===== src/rtl/crc_engine.sv =====
// crc_engine: multi-bit-per-cycle CRC generator/checker, MSB first, framed {data,crc} output
module crc_engine #(
  parameter int DATA_W = 96,
  parameter int CRC_W = 16,
  parameter logic [CRC_W-1:0] POLY = 16'h1021,
  parameter logic [CRC_W-1:0] INIT = 16'hFFFF,
  parameter logic [CRC_W-1:0] XOROUT = 16'h0000,
  parameter int BPC = 8
) (
  input  logic                      clk,
  input  logic                      rst,
  input  logic                      we,
  input  logic                      mode,
  input  logic [DATA_W-1:0]         data,
  input  logic [CRC_W-1:0]          crc_in,
  output logic                      busy,
  output logic                      rdy,
  output logic [CRC_W-1:0]          q,
  output logic [DATA_W+CRC_W-1:0]   dataOut,
  output logic                      crc_err
);
  localparam int N = DATA_W / BPC;
  localparam int CNT_W = $clog2(N + 1);
  if (BPC < 1 || BPC > DATA_W || DATA_W % BPC != 0) begin : g_bad_bpc
    $error("crc_engine: BPC must divide DATA_W");
  end
  typedef enum logic [1:0] {IDLE, RUN, DONE} state_t;
  state_t state_q, state_d;
  logic [CRC_W-1:0] crc_q, crc_d, crc_in_q, crc_in_d, q_q, q_d, fold, fin;
  logic [DATA_W-1:0] sh_q, sh_d, data_q, data_d;
  logic [DATA_W+CRC_W-1:0] dout_q, dout_d;
  logic [CNT_W-1:0] cnt_q, cnt_d;
  logic mode_q, mode_d, busy_q, busy_d, rdy_q, rdy_d, err_q, err_d;
  // BPC serial steps unrolled into one combinational fold, MSB of the shift register first
  always_comb begin
    fold = crc_q;
    for (int i = 0; i < BPC; i++)
      fold = {fold[CRC_W-2:0], 1'b0} ^ ((fold[CRC_W-1] ^ sh_q[DATA_W-1-i]) ? POLY : '0);
  end
  assign fin = crc_q ^ XOROUT;
  always_comb begin
    state_d = state_q;
    crc_d = crc_q;
    sh_d = sh_q;
    data_d = data_q;
    crc_in_d = crc_in_q;
    mode_d = mode_q;
    cnt_d = cnt_q;
    busy_d = busy_q;
    rdy_d = 1'b0;
    q_d = q_q;
    dout_d = dout_q;
    err_d = err_q;
    case (state_q)
      IDLE: if (we) begin
        state_d = RUN;
        data_d = data;
        sh_d = data;
        mode_d = mode;
        crc_in_d = crc_in;
        crc_d = INIT;
        cnt_d = '0;
        busy_d = 1'b1;
      end
      RUN: begin
        crc_d = fold;
        sh_d = sh_q << BPC;
        cnt_d = cnt_q + 1'b1;
        state_d = (cnt_q == CNT_W'(N - 1)) ? DONE : RUN;
      end
      DONE: begin
        q_d = fin;
        dout_d = {data_q, fin};
        err_d = mode_q & (fin != crc_in_q);
        rdy_d = 1'b1;
        busy_d = 1'b0;
        state_d = IDLE;
      end
      default: state_d = IDLE;
    endcase
  end
  always_ff @(posedge clk or negedge rst) begin
    if (!rst) begin
      state_q <= IDLE;
      crc_q <= '0;
      sh_q <= '0;
      data_q <= '0;
      crc_in_q <= '0;
      mode_q <= 1'b0;
      cnt_q <= '0;
      busy_q <= 1'b0;
      rdy_q <= 1'b0;
      q_q <= '0;
      dout_q <= '0;
      err_q <= 1'b0;
    end else begin
      state_q <= state_d;
      crc_q <= crc_d;
      sh_q <= sh_d;
      data_q <= data_d;
      crc_in_q <= crc_in_d;
      mode_q <= mode_d;
      cnt_q <= cnt_d;
      busy_q <= busy_d;
      rdy_q <= rdy_d;
      q_q <= q_d;
      dout_q <= dout_d;
      err_q <= err_d;
    end
  end
  assign busy = busy_q;
  assign rdy = rdy_q;
  assign q = q_q;
  assign dataOut = dout_q;
  assign crc_err = err_q;
endmodule


===== config.mk =====
export PLATFORM = sky130hd
export DESIGN_NAME = crc_engine
export DESIGN_NICKNAME = d
export VERILOG_FILES = /design/src/rtl/crc_engine.sv
export SDC_FILE = /design/constraint.sdc
export NUM_CORES = 1
export LEC_CHECK = 0
export CAP_MARGIN = 25
export CORE_UTILIZATION = 30
export DETAILED_ROUTE_END_ITERATION = 16
export PLACE_DENSITY = 0.49
export REMOVE_ABC_BUFFERS = 1
export SLEW_MARGIN = 15
export SYNTH_ARGS = -nofsm -noshare
export SYNTH_HDL_FRONTEND = slang
export SYNTH_SLANG_ARGS = --single-unit

===== constraint.sdc =====
create_clock -name clk -period 2.12 [get_ports clk]
set_input_delay 0.53 -clock clk [delete_from_list [all_inputs] [get_ports clk]]
set_output_delay 0.53 -clock clk [all_outputs]
set_load 0.05 [all_outputs]

==> results of run 1 <==
-- sequential cells by signal, summed over array words and instances (netlist names) --
name      cells
mode_q        1
state_q       2
crc_q        16
cnt_q         4
dataOut      97
q            15
busy          1
crc_err       1
rdy           1
data_q       96
sh_q         96
crc_in_q     16
-- how the worst max path moves through the flow --
stage | endpoint | slack [ps] | startpoint
finish | dataOut[56] | 100 | dataOut[56]$_DFFE_PN0P_
global placement | dataOut[56] | 390 | dataOut[56]$_DFFE_PN0P_
global route | dataOut[27] | 50 | dataOut[27]$_DFFE_PN0P_
detailed placement | sh_q[45]$_DFFE_PN0P_ | 380 | we
CTS | dataOut[56] | 60 | dataOut[56]$_DFFE_PN0P_
floorplan | data_q[0]$_DFFE_PN0P_ | -4930 | state_q[1]$_DFFE_PN0P_
-- where the power goes --
part / internal, W / switching [W] / total, W / leakage, nW
Combinational: 0.00349 / 0.00608 / 0.00956 / 4.47
Clock: 0.00469 / 0.00283 / 0.00753 / 0.719
Sequential: 0.00903 / 0.00167 / 0.0107 / 4.51
-- cells in the mapped netlist (8+ instances only) --
| master | instances |
|---|---|
| a21oi_1 | 103 |
| a22oi_1 | 88 |
| buf_2 | 28 |
| buf_4 | 18 |
| buf_6 | 10 |
| clkbuf_1 | 58 |
| dfrtp_1 | 346 |
| nand2_1 | 695 |
| nor2_1 | 16 |
| nor2b_1 | 91 |
| o21ai_0 | 83 |
| o21ai_1 | 8 |
| xnor2_1 | 30 |
-- logic make-up (layout without fill, tap and decap cells) --
kind of cell	after synthesis	count (layout)	share of synthesized area [%]
buffers and inverters	122	356	4.33
AOI/OAI and AO/OA	287	287	11.4
and+or+nand+nor	816	816	22.7
DFF	346	346	59.0
xor gates and xnor gates	40	40	2.54
adders and majority gates	1	1	0.0852
-- area by class of cell --
cell class / count / area (um2)
inverter: 1 / 6.26
timing repair buffer: 282 / 2770
clock inverter: 13 / 201
tap: 615 / 769
fill: 4822 / 29000
clock buffer: 60 / 1250
sequential: 346 / 8670
multi-input combinational: 1144 / 5420
-- metal layers --
| metal | track usage [%] | routed length [um] | vias to the layer above |
|---|---|---|---|
| met2 | 28.6 | 19800 | 220 |
| met4 | 5.54 | 875 | 2 |
| met1 | 23.2 | 19400 | 5627 |
| li1 | - | - | 5597 |
| met3 | 2.59 | 1620 | 60 |
| met5 | 0 | 12 | - |
-- metrics by stage --
stage,util (%),setup WS (ps)
5_1_grt,39.7,54.4
3_5_place_dp,37.0,380
4_1_cts,39.7,58.7
2_1_floorplan,-,-4930
3_3_place_gp,37.0,385
6_report,39.7,103
-- timing repair --
item,CTS,global route
hold endpoints to repair,30,0
hold buffers,1,0
gates resized for setup,124,0
endpoints found under the setup margin,124,0
==> results by group, run 1 <==
Status
  • Outcome: complete, no violations

Setup path
  • Slowest cell on the critical path: dlygate4sd2_1
  • Critical Path AT: around 1500 ps
  • Top delay family on crit path: buffers and inverters
  • Worst path bufs/invs: 1
  • Critical path class: register to primary output
  • Maximum fanout along the worst path: 2
  • Critical Path Max Stage Delay: about 540 ps
  • R2R depth: 6
  • Worst r2r src: state_q[1]$_DFFE_PN0P_
  • Reg2reg setup slack: around 400 ps
  • Instance count on the critical path: 1
  • Setup crit start kind: register
  • Critical Path RT: 1590 ps
  • Reg-to-Reg End: cnt_q[3]$_DFFE_PN0P_
  • Crit path cell chain: dlygate4sd2_1
  • Crit. End Element: primary output

Yosys
  • Mapped Cells: between 1500 and 2000
  • Primary FF master, synth: dfrtp_1
  • Synthesized area: approximately 15000 um2
  • Synth top area cells: dfrtp_1 59%, nand2_1 18%, a22oi_1 4.5%
  • Largest area contributor in the netlist: dfrtp_1
  • Ys Warns: 0
  • Yosys cell types: 30
  • Top-area cell type share of the netlist area: 59.0%
  • Syn_area_per_cell: 9.10 um2
  • Share of flip-flops with an asynchronous set or reset: between 90% and 100%
  • Synth Register Bits: ~350
  • EDFF count, synth: 0
  • Sequential share of the synthesized area: between 50 and 60%

Global route
  • Initial antenna violation count: 1
  • Global-route wire length before repair: roughly 70000 um
  • Total GRT Usage: ~17%
  • Grt ovf: 0
  • Vias in the first global route: ~12000
  • Largest net degree at the start of global routing: 63

Floorplan
  • Die height: ~220 um
  • Core area: 48000 um2
  • FP Rows: 80
  • I/O pin count: 247
  • Die Area: 49800 um2
  • Die width: between 200 and 250 um
  • Initial core utilization: a little under a third

Pwr
  • Total Power: ~0.028 W
  • PwrDens: between 1000 and 1500 nW/um2
  • Worst vdd ir: around 600 uV
  • Leak: approximately 9.7 nW

Clock tree
  • CTS tree: done
  • Total CTS buffers: 41
  • Clk_lat worst skew: between 500 and 600 ps
  • Max H-tree Level: 2
  • Clock sink total: approximately 350
  • Post-CTS Setup Bufs: 0
  • Clk buf depth: 3
  • Worst-path clk slew: approximately 50 ps
  • Root Driver: clkbuf_16

Hold path
  • Hold Path Class: primary input to register
  • Worst Hold Launch: we
  • Hold Crit Depth: 4
  • Worst Hold Path EP: sh_q[40]$_DFFE_PN0P_

Layout
  • Commonest non-fill, non-tap cell in the layout: nand2_1
  • Share of post-route cells with drive strength above 1: about 6.7%
  • Layout area overhead: 30.0%
  • Most frequent cells in the layout: 695 x nand2_1, 344 x dfrtp_1, 124 x dlygate4sd2_1
  • Diodes inserted: 0
  • Nets: 1933
  • Design Area, Final: ~19000 um2
  • Cell Count, Final, Fillers Out: ~2500

Timing
  • Clock Skew: approximately 20 ps
  • Setup TNS Final: 0 ps
  • Period Utilization, post-route: a little over nine tenths
  • Min Tclk post-route: 2020 ps
  • Hold_ws: slightly below 400 ps
  • Relative slew slack: a little over half
  • Final setup viols: 0
  • Final slew viol count: 0
  • RSZ-0062 raised after global routing: no
  • Final hold violations: 0
  • Least-Margin Pin Slew: 698 ps
  • Fmax: a little under 0.5 GHz

Routing
  • Vias post-DR: roughly 12000
  • DR vias/cell: ~4.7
  • DRC: 0
  • Routed WL per cell: ~17 um
  • Starting DRC count in detailed routing: approximately 790
  • Drt total wl: approximately 42000 um
  • TritonRoute pass-1 iters: 5
  • Final ANT Viol Nets: 0

Place
  • HPWL Detailed: ~26000 um
  • Buffers on Ports: ~250
  • Placed Cells: 2387
  • Placed Area: ~18000 um2
  • Routability congestion estimate: 0.744

Run
  • Max Cap Violations: 0
Note: power is estimated with default switching activity, not from simulation.
==> run 2: changes to the inputs <==
--- a/config.mk
+++ b/config.mk
@@ -5,6 +5,7 @@
 export SDC_FILE = /design/constraint.sdc
 export NUM_CORES = 1
 export LEC_CHECK = 0
+export ABC_AREA = 0
 export CAP_MARGIN = 25
 export CORE_UTILIZATION = 30
 export DETAILED_ROUTE_END_ITERATION = 16
==> results of run 2 <==
The final DEF is identical to that of run 1; final timing and power are the same.
==> run 3: changes to the inputs <==
--- a/config.mk
+++ b/config.mk
@@ -9,8 +9,10 @@
 export CAP_MARGIN = 25
 export CORE_UTILIZATION = 30
 export DETAILED_ROUTE_END_ITERATION = 16
+export MAX_ROUTING_LAYER = met4
 export PLACE_DENSITY = 0.49
 export REMOVE_ABC_BUFFERS = 1
+export SETUP_SLACK_MARGIN = 0.1
 export SLEW_MARGIN = 15
 export SYNTH_ARGS = -nofsm -noshare
 export SYNTH_HDL_FRONTEND = slang
==> run 3 against run 2 <==
Compared with the run above:
- wire length decreased by 0.10%
- first-iteration DRC count decreased by 11%
- non-clock buffer count unchanged
- clock power about the same
- via count increased by 0.25%
- die area unchanged
- worst hold slack got worse by 0.77 ps
- total power increased by 0.16%
==> results by group, run 3 (synthesis results as in run 1) <==
Status
  • Outcome: complete, no violations (unchanged)

Setup path
  • Maximum fanout along the worst path: 2 (unchanged)
  • Critical path class: register to primary output (unchanged)
  • Critical Path AT: 1460 ps (was 1490 ps)
  • Top delay family on crit path: buffers and inverters (unchanged)
  • Worst path bufs/invs: 1 (unchanged)
  • Crit. End Element: primary output (unchanged)
  • R2R depth: 6 (unchanged)
  • Crit path cell chain: clkdlybuf4s15_1 (was dlygate4sd2_1)
  • Instance count on the critical path: 1 (unchanged)
  • Critical Path RT: 1590 ps (about the same)
  • Critical Path Max Stage Delay: 520 ps (was 540 ps)
  • Setup crit start kind: register (unchanged)
  • Slowest cell on the critical path: clkdlybuf4s15_1 (was dlygate4sd2_1)

Layout
  • Layout fillers: 4831 (was 4822)
  • Commonest non-fill, non-tap cell in the layout: nand2_1 (unchanged)
  • Layout area overhead: 30.1% (was 30.0%)
  • Most frequent cells in the layout: 695 x nand2_1, 344 x dfrtp_1, 113 x clkdlybuf4s50_1 (was 695 x nand2_1, 344 x dfrtp_1, 124 x dlygate4sd2_1)
  • Share of post-route cells with drive strength above 1: 7.37% (was 6.66%)
  • Nets: 1933 (unchanged)
  • Max FFs per register: 97 (unchanged)

Global route
  • Vias in the first global route: 12200 (was 12100)
  • Grt ovf: 0 (unchanged)
  • Largest net degree at the start of global routing: 63 (unchanged)
  • Total GRT Usage: 17.8% (was 17.3%)
  • Global-route wire length before repair: 68400 um (about the same)
  • Initial antenna violation count: 1 (unchanged)

Routing
  • Vias post-DR: 11500 (about the same)
  • Drt total wl: 41600 um (was 41700 um)
  • Starting DRC count in detailed routing: 703 (was 793)
  • Final ANT Viol Nets: 0 (unchanged)
  • TritonRoute pass-1 iters: 5 (unchanged)
  • DR vias/cell: 4.69 (was 4.68)
  • Routed WL per cell: 16.9 um (about the same)
  • DRC: 0 (unchanged)

Floorplan
  • Die Area: 49800 um2 (unchanged)
  • Initial core utilization: 30.5% (unchanged)
  • FP Rows: 80 (unchanged)
  • I/O pin count: 247 (unchanged)
  • Die width: 223 um (unchanged)
  • Die height: 223 um (unchanged)
  • Core area: 48000 um2 (unchanged)

Place
  • Routability congestion estimate: 0.754 (was 0.744)
  • Buffers on Ports: 246 (unchanged)
  • HPWL Detailed: 26400 um (unchanged)

Timing
  • Relative slew slack: 52.9% (was 53.5%)
  • Setup TNS Final: 0 ps (unchanged)
  • Final setup viols: 0 (unchanged)
  • Min Tclk post-route: 1990 ps (was 2020 ps)
  • Final slew viol count: 0 (unchanged)
  • Fmax: 0.503 GHz (was 0.496 GHz)
  • Clock Skew: 19.4 ps (was 19.6 ps)
  • Period Utilization, post-route: 93.9% (was 95.1%)
  • Least-Margin Pin Slew: 707 ps (was 698 ps)
  • RSZ-0062 raised after global routing: yes (was no)
  • Final hold violations: 0 (unchanged)

Hold path
  • Hold Path Class: primary input to register (unchanged)
  • Hold Crit Depth: 4 (unchanged)

Pwr
  • Total Power: 0.0278 W (about the same)
  • PwrDens: 1460 nW/um2 (about the same)
  • Worst vdd ir: 606 uV (was 597 uV)
  • Leak: 9.55 nW (was 9.70 nW)

Clock tree
  • Post-CTS Setup Bufs: 0 (unchanged)
  • Worst-path clk slew: 60 ps (was 50 ps)
  • Max H-tree Level: 2 (unchanged)
  • CTS tree: done (unchanged)
  • Root Driver: clkbuf_16 (unchanged)
  • Clk_lat worst skew: 550 ps (was 560 ps)
  • Clock sink total: 346 (unchanged)
  • Clk buf depth: 3 (unchanged)
  • Total CTS buffers: 41 (unchanged)

Run
  • Max Cap Violations: 0 (unchanged)
-- run 3: area by class of cell --
type                            count  area, um2  share of cell area (%)
Antenna cell                        1       2.50                  0.0131
Clock buffer                       60       1250                    6.55
Clock inverter                     13        201                    1.06
Inverter                            1       6.26                  0.0328
Multi-Input combinational cell   1144       5420                    28.4
Sequential cell                   346       8670                    45.4
Tap cell                          615        769                    4.03
Timing Repair Buffer              282       2780                    14.6
-- run 3: power by group --
group / switching [W] / internal (W)
clock network: 0.00283 / 0.00469
registers: 0.00169 / 0.00903
logic: 0.00608 / 0.00351
-- run 3: layer usage --
metal / wire length [um] / vias up / GRT usage (%)
li1: - / 5600 / -
met1: 19500 / 5658 / 23.4
met2: 19800 / 218 / 28.5
met3: 1570 / 59 / 2.44
met4: 874 / 0 / 5.54
met5: 0 / - / -
-- run 3: repair_timing --
item / CTS / global route
endpoints found under the setup margin: 124 / 33
gates resized for setup: 154 / 31
hold endpoints to repair: 30 / 0
pin swaps: 0 / 0
hold buffers: 1 / 0
-- run 3: stage by stage --
step / std cells / hold slack, ps / utilization (%) / worst slack (ps) / instance area [um2]
floorplan: 1491 / 234 / - / -4930 / 14000
global placement: 2387 / 447 / 37.0 / 385 / 17800
detailed placement: 2387 / 450 / 37.0 / 380 / 17800
CTS: 2461 / 347 / 39.8 / 58.7 / 19100
global route: 2462 / 394 / 39.7 / 79.1 / 19100
finish: 2462 / 387 / 39.7 / 130 / 19100
-- run 3: worst paths after layout --
kind	from	endpoint	slack, ps
min	we	sh_q[24]$_DFFE_PN0P_	390
min in group asynchronous	rst	dataOut[93]$_DFFE_PN0P_	490
max in group asynchronous	rst	data_q[66]$_DFFE_PN0P_	940
max reg2reg	state_q[1]$_DFFE_PN0P_	cnt_q[3]$_DFFE_PN0P_	400
min reg2reg	data_q[79]$_DFFE_PN0P_	dataOut[95]$_DFFE_PN0P_	450
max	dataOut[56]$_DFFE_PN0P_	dataOut[56]	130
-- run 3: tightest hold or removal path, cell delays in order --
cell and delay [ps]:
buf_4 130, nor2b_1 50, a21oi_1 100, o21ai_0 70
